--- config.mk ---
export PLATFORM = sky130hd
export DESIGN_NAME = rand_sum_gen
export DESIGN_NICKNAME = d
export VERILOG_FILES = /design/src/rtl/rand_sum_gen.sv
export SDC_FILE = /design/constraint.sdc
export NUM_CORES = 1
export LEC_CHECK = 0
export ABC_CLOCK_PERIOD_IN_PS = 2750
export CAP_MARGIN = 30
export CORE_ASPECT_RATIO = 0.8
export CORE_MARGIN = 2
export CORE_UTILIZATION = 30
export CTS_CLUSTER_DIAMETER = 200
export DETAILED_ROUTE_END_ITERATION = 8
export PLACE_DENSITY = 0.5
export RECOVER_POWER = 100
export SLEW_MARGIN = 40
export SYNTH_ARGS = -nofsm -noshare
export SYNTH_HDL_FRONTEND = slang
export SYNTH_SLANG_ARGS = --single-unit
export TNS_END_PERCENT = 50
--- constraint.sdc ---
create_clock -name CLOCK_50 -period 2.75 [get_ports CLOCK_50]
set_input_delay 0.275 -clock CLOCK_50 [delete_from_list [all_inputs] [get_ports CLOCK_50]]
set_output_delay 0.275 -clock CLOCK_50 [all_outputs]
set_load 0.005 [all_outputs]
--- src/rtl/rand_sum_gen.sv ---
// rtl/rand_sum_gen.sv - LFSR random-sum generator with sequential mean/remainder divider
module rand_sum_gen #(
    parameter int          WIDTH     = 8,
    parameter int          NUM_TERMS = 3,
    parameter logic [15:0] SEED      = 16'hACE1,
    localparam int         SUM_W     = WIDTH + $clog2(NUM_TERMS)
) (
    input  logic             CLOCK_50,
    input  logic             rst_n,
    input  logic             start,
    output logic             busy,
    output logic             done,
    output logic [WIDTH-1:0] sample,
    output logic [SUM_W-1:0] sum,
    output logic [SUM_W-1:0] mean,
    output logic [SUM_W-1:0] rem
);

    localparam logic [15:0]      SEED_EFF  = (SEED == 16'h0) ? 16'hACE1 : SEED;
    localparam logic [SUM_W-1:0] DIVISOR   = SUM_W'(NUM_TERMS);
    localparam logic [7:0]       LAST_TERM = 8'(NUM_TERMS - 1);
    localparam logic [4:0]       LAST_DIV  = 5'(SUM_W - 1);

    typedef enum logic [1:0] {IDLE, DRAW, DIV, DONE} state_t;

    state_t           state;
    logic [15:0]      lfsr;
    logic [15:0]      lfsr_step;
    logic [SUM_W-1:0] acc;
    logic [SUM_W-1:0] acc_next;
    logic [SUM_W-1:0] quo;
    logic [SUM_W-1:0] rmd;
    logic [SUM_W:0]   rmd_shift;
    logic [SUM_W-1:0] rmd_sub;
    logic             quo_bit;
    logic [7:0]       term_cnt;
    logic [4:0]       div_cnt;

    // A zero LFSR state is a lock-up; the step recovers by reloading the seed.
    always_comb begin
        lfsr_step = 16'h0;
        if (lfsr == 16'h0) begin
            lfsr_step = SEED_EFF;
        end else begin
            lfsr_step = (lfsr >> 1) ^ (lfsr[0] ? 16'hB400 : 16'h0000);
        end
        acc_next  = acc + SUM_W'(lfsr_step[WIDTH-1:0]);
        rmd_shift = {rmd, quo[SUM_W-1]};
        quo_bit   = (rmd_shift >= {1'b0, DIVISOR});
        rmd_sub   = rmd_shift[SUM_W-1:0] - DIVISOR;
    end

    always_ff @(posedge CLOCK_50 or negedge rst_n) begin
        if (!rst_n) begin
            state    <= IDLE;
            lfsr     <= SEED_EFF;
            busy     <= 1'b0;
            done     <= 1'b0;
            sample   <= '0;
            sum      <= '0;
            mean     <= '0;
            rem      <= '0;
            acc      <= '0;
            quo      <= '0;
            rmd      <= '0;
            term_cnt <= '0;
            div_cnt  <= '0;
        end else begin
            done <= 1'b0;
            busy <= (state == DRAW) || (state == DIV);
            if (state != DRAW && lfsr == 16'h0) begin
                lfsr <= SEED_EFF;
            end
            case (state)
                IDLE: begin
                    acc      <= '0;
                    term_cnt <= '0;
                    if (start) begin
                        state <= DRAW;
                    end
                end
                DRAW: begin
                    lfsr     <= lfsr_step;
                    sample   <= lfsr_step[WIDTH-1:0];
                    acc      <= acc_next;
                    term_cnt <= term_cnt + 8'd1;
                    if (term_cnt == LAST_TERM) begin
                        quo     <= acc_next;
                        rmd     <= '0;
                        div_cnt <= '0;
                        state   <= DIV;
                    end
                end
                DIV: begin
                    // Restoring step: the quotient register doubles as the dividend shifter.
                    quo     <= SUM_W'({quo, quo_bit});
                    rmd     <= quo_bit ? rmd_sub : rmd_shift[SUM_W-1:0];
                    div_cnt <= div_cnt + 5'd1;
                    if (div_cnt == LAST_DIV) begin
                        state <= DONE;
                    end
                end
                DONE: begin
                    sum   <= acc;
                    mean  <= quo;
                    rem   <= rmd;
                    done  <= 1'b1;
                    state <= IDLE;
                end
                default: state <= IDLE;
            endcase
        end
    end

endmodule

==> Word-level counts from Yosys, hierarchy flattened <==
Cells that the tools add are included.
{ "word_totals": {"word_cells": 55, "regBits": 101, "output_inout_bits": 40} }
{ "op_classes": {"n_eq_ne": 9, "reduce_logical": 9, "addsub": 4, "n_lt_le_gt_ge": 1, "bitwise": 1, "mux": 18} }
{ "op_table": {"columns": ["op", "n"], "rows": [
  ["16-bit 2-to-1 mux", 4],
  ["10-bit one-hot mux with 2 select lines", 3],
  ["10-bit 2-to-1 mux", 3],
  ["16-bit logical NOT", 1],
  ["8-bit one-hot mux with 2 select lines", 1],
  ["15-bit by 16-bit bitwise XOR with 16-bit output", 1],
  ["11-bit by 2-bit greater-or-equal comparator with 1-bit output, second input constant", 1],
  ["10-bit by 8-bit adder with 10-bit output", 1],
  ["5-bit one-hot mux with 2 select lines", 1],
  ["10-bit by 2-bit subtractor with 10-bit output, second input constant", 1],
  ["8-bit by 1-bit adder with 8-bit output, second input constant", 1],
  ["8-bit by 2-bit == test with 1-bit output, second input constant", 1],
  ["2-bit one-hot mux with 4 select lines", 1],
  ["2-bit 2-to-1 mux", 3],
  ["2-bit by 1-bit != test with 1-bit output, second input constant", 3],
  ["2-bit nonzero test", 3],
  ["5-bit by 1-bit adder with 5-bit output, second input constant", 1],
  ["5-bit by 4-bit == test with 1-bit output, second input constant", 1],
  ["5-bit 2-to-1 mux", 1],
  ["2-bit == test, second input constant", 2],
  ["3-bit AND reduction", 1],
  ["2-bit by 1-bit == test with 1-bit output, second input constant", 1],
  ["2-bit logical NOT", 1],
  ["2-bit != test, second input constant", 1],
  ["4 further kinds", 4]
]} }

==> Depth between registers and ports, before layout <==
{ "logic_depth": {"word_depth": 6, "mapped_depth": 13, "mapped_depth_nobuf": 11} }

==> Worst setup path before layout <==
No wires, ideal clock.
{ "synth_path": {"path_type": "reg-to-reg", "startpoint": "register lfsr[0]", "endpoint": "register quo[6]", "path_slack_ns": -0.304, "path_stages_with_launch": 13, "period_less_slack_ns": 3.054, "arrival_time_ns": 2.930, "path_cell_list": "dfstp_2 > clkbuf_1 > nor4_1 > nand4_1 > nand2b_1 > ha_1 > fa_1 > maj3_1 > o211ai_1 > a21oi_1 > xor2_1 > mux2_2 > mux2_2"} }
{ "synth_via": {"elab_chain_cells": 5} }
{ "synth_rtl": {"columns": ["item", "line", "source"], "rows": [
  ["from (decl)", "27", "logic [15:0] lfsr;"],
  ["from (signal assigned)", "83", "lfsr <= lfsr_step;"],
  ["16-bit logical NOT", "42", "if (lfsr == 16'h0) begin"],
  ["16-bit 2-to-1 mux", "42", null],
  ["via lfsr_step[0]", "28", "logic [15:0] lfsr_step;"],
  ["10-bit by 8-bit adder with 10-bit output", "47", "acc_next = acc + SUM_W'(lfsr_step[WIDTH-1:0]);"],
  ["10-bit 2-to-1 mux", "87", "if (term_cnt == LAST_TERM) begin"],
  ["10-bit one-hot mux with 2 select lines", "74", "case (state)"],
  ["to (signal assigned)", "88", "quo <= acc_next;"],
  ["to (signal assigned)", "96", "quo <= SUM_W'({quo, quo_bit});"],
  ["to (decl)", "31", "logic [SUM_W-1:0] quo;"]
]} }
The timed path passes the listed nets, and every way through them passes these cells. The select of a mux whose other input is x is not followed.
A chain may end at the register's enable or synchronous reset.

==> Worst setup path after layout <==
{ "layout_path": {"startpoint": "register lfsr[11]", "endpoint": "register quo[6]"} }
The elaborated chain is that of the path after synthesis.

==> results by group <==
Timing
  – Max Slew Vio Count: 102
  – Final min period: 2.83 ns
  – Period utilization: 103%
  – Slew headroom: -21.5%
  – Hold Fails Final Rpt: 0
  – Unrepaired setup endpoints after global routing: true
  – Post-route setup slack: -0.0827 ns
  – Final setup viols: 2
  – Worst Tran Pin Value: 1.82 ns
  – Setup Skew: 0.00719 ns
  – Max Fclk: 0.353 GHz
  – Final hold slack: 0.499 ns
  – Final TNS setup: -0.118 ns

Yosys
  – Async set or reset register ratio after synthesis: 100%
  – Cell Area, Synth: 0.00488 mm2
  – Syn nets: 462
  – Synth unique cells: 49
  – EDFF count, synth: 0
  – Ys Warns: 0
  – Primary FF master, synth: dfrtp_1
  – Avg Inst Size Synth: 11.0 um2
  – Yosys reg bits: 101
  – Synth Instances: 443
  – Sequential area share after synthesis: 51.9%

Worst setup path
  – Critical Path AT: 3.07 ns
  – Peak per-stage delay on the critical path: 0.56 ns
  – Critical Path RT: 2.99 ns
  – Startpoint types: flip-flop
  – Worst Path Max Fanout: 3
  – Critical path cell sequence: nor4_1 > nand4_1 > nand2b_1 > ha_2 > fa_2 > maj3_2 > o211ai_1 > a21oi_1 > xor2_1 > mux2_2 > mux2_2
  – Worst setup path category: reg2reg
  – Slowest stage cell, crit path: dfstp_2
  – Most common cell on crit path: mux2_2
  – CP Capture Type: flip-flop

CTS
  – TritonCTS clock tree: yes
  – CTS sink cnt: 101
  – Clock latency on the worst-skew pair: 0.35 ns
  – Deepest level of the CTS H-tree: 3
  – CTS root buffer: clkbuf_16
  – CTS buffer count: 9
  – Clock Tree Buf Depth: 2
  – Clk pin slew, worst setup/hold paths: 0.07 ns

GRT
  – Initial antenna violation count: 0
  – Total grt overflow: 0
  – First-pass GRT wire length: 18000 um
  – Largest net degree at the start of global routing: 70
  – Overall Global Routing Usage: 13.0%
  – Vias in the first global route: 3409

Power and ir drop
  – Switching power: 2.66 mW
  – PD cells: 1200 mW/mm2
  – Seq pwr share: 36.7%
  – Lkg Pwr: 2.69 nW
  – Clock network fraction of total power: 17.9%
  – Sw Share: 36.9%
  – VDD IR max: 0.000360 V
  – Logic pwr share: 45.5%
  – Internal power: 4.55 mW

Final layout
  – Most frequent cells in the layout: 93 x dfrtp_1, 48 x nand2_1, 41 x mux2_2, 41 x dlygate4sd3_1, 31 x o21ai_0
  – Filler cell count: 1553
  – Ratio of cells with drive above 1 in the final layout: 19.7%
  – Nets@finish: 517
  – N_diodes: 0
  – Most common cell after layout, fill and taps aside: dfrtp_1
  – Fin area: 0.00599 mm2
  – Synth-to-layout area growth: 22.7%

Drt
  – Vias: 3397
  – ANT nets after route: 0
  – Routed WL: 10300 um
  – Initial DRC Count: 233
  – Initial DRT Pass Iterations: 6
  – Vias/cell: 4.73
  – DRC Markers: 0
  – DR WL/cell: 14.4 um

Placement
  – Gpl congestion: 0.829
  – Cell Area, Placed: 0.00568 mm2
  – Hpwl dp: 7340 um
  – Post-Place Setup Slack: -0.127 ns
  – IO buf count: 42

Run status
  – Status: finished, violations left
  – Failing checks: max-capacitance violations, max-slew violations, negative setup slack

Floorplan
  – Die area: 0.0173 mm2
  – Die H: 118 um
  – Total core area: 0.0159 mm2
  – IO Count: 43
  – Die Width: 147 um
  – Initial core utilization: 30.8%
  – Site Rows: 41

Run
  – Max Cap Viol: 2

Hold path
  – Hold Crit Class: reg2reg
## power by group through the flow
stage | registers, mW | logic (mW) | clock network, mW
after floorplan | 2.57 | 2.18 | 0
after global placement | 2.65 | 3.35 | 0
after detailed placement | 2.68 | 3.39 | 0
after CTS | 2.65 | 3.40 | 1.34
after global routing | 2.75 | 3.69 | 1.40
final | 2.64 | 3.28 | 1.29
## state kept, by name, summed over array words and instances (netlist names)
name,count
state,2
div_cnt,5
lfsr,16
busy,1
done,1
rmd,10
sum,10
sample,8
acc,10
term_cnt,8
quo,10
mean,10
rem,10
## final cells by class
class,instances,area [um2],area share (%)
clock inverter,7,75.1,1.25
tap,215,269,4.49
inverter,10,37.5,0.626
multi-input combinational,307,2230,37.2
timing repair buffer,69,618,10.3
sequential,101,2540,42.3
clock buffer,9,225,3.76
## worst max-delay path: cells and delay by family (launching register included)
kind            cells  cell delay [ns]
fa+ha+maj           3             0.88
xor+xnor            1             0.16
mux                 2             0.51
simple gates        3             0.27
compound gates      2             0.34
flops               1             0.56
## per-layer routing
| metal | global-route usage (%) | part of all wire, % |
|---|---|---|
| met4 | 4.73 | 1.6 |
| met5 | 0 | 0 |
| met2 | 18.7 | 43 |
| met1 | 19.1 | 51 |
| met3 | 2.93 | 3.9 |
## worst paths after layout
| check | start | end | slack (ns) | cells past startpoint |
|---|---|---|---|---|
| setup / recovery | lfsr[11]$_DFFE_PN1P_ | quo[6]$_DFFE_PN0P_ | -0.08 | 11 |
| hold reg to reg | sum[6]$_DFFE_PN0P_ | sum[6]$_DFFE_PN0P_ | 0.50 | 1 |
| min in group asynchronous | rst_n | sample[1]$_DFFE_PN0P_ | 0.89 | 2 |
| hold / removal | sum[6]$_DFFE_PN0P_ | sum[6]$_DFFE_PN0P_ | 0.50 | 1 |
| max in group asynchronous | rst_n | div_cnt[0]$_DFFE_PN0P_ | 0.67 | 3 |
| setup reg to reg | lfsr[11]$_DFFE_PN1P_ | quo[6]$_DFFE_PN0P_ | -0.08 | 11 |
## cells by family (layout without fill, tap and decap cells)
logic type	after synthesis	after routing	synth area share, %
flops	101	101	51.9
buf+inv	35	95	2.87
xor+xnor	26	26	4.66
fa+ha+maj	18	18	4.66
compound gates	83	83	10.8
mux	54	54	12.1
simple gates	126	126	13.0
## timing repair
action,CTS,global route
pin swaps,1,1
endpoints found under the setup margin,2,7
hold endpoints to repair,58,0
resized for setup,0,6
hold buffers,1,0
gates cloned,0,0
buffers inserted,0,1
## per-stage QoR
stage	std cells	power, mW	utilization [%]
2_1_floorplan	443	4.74	-
3_3_place_gp	700	6.00	35.8
3_5_place_dp	700	6.07	35.8
4_1_cts	717	7.39	37.8
5_1_grt	718	7.84	37.8
6_report	718	7.20	37.8
## Yosys cell counts (2+ instances only)
library cell	instances	area share (%)
dfrtp_1	93	48
nand2_1	48	3.7
mux2_2	41	9.5
o21ai_0	33	3.4
clkbuf_1	19	1.5
nor2_1	18	1.4
xnor2_1	16	2.9
ha_1	15	3.8
a21oi_1	13	1.3
mux2i_1	13	2.7
nand2b_1	13	1.7
inv_1	10	0.77
xor2_1	10	1.8
a22o_1	9	1.6
dfstp_2	8	4.3
nand3_1	8	0.82
nor3_1	7	0.72
a31oi_1	6	0.77
nor2b_1	6	0.77
nor4_1	6	0.77
a21o_1	5	0.77
buf_1	4	0.31
and2_1	3	0.38
nand3b_1	3	0.46
nand4b_1	3	0.54
o211ai_1	3	0.46
a221o_1	2	0.41
maj3_1	2	0.41
nor4b_1	2	0.36
o21a_1	2	0.31
o31ai_1	2	0.31
or2_2	2	0.26
or4_1	2	0.31
(Power assumes the default switching activity.)
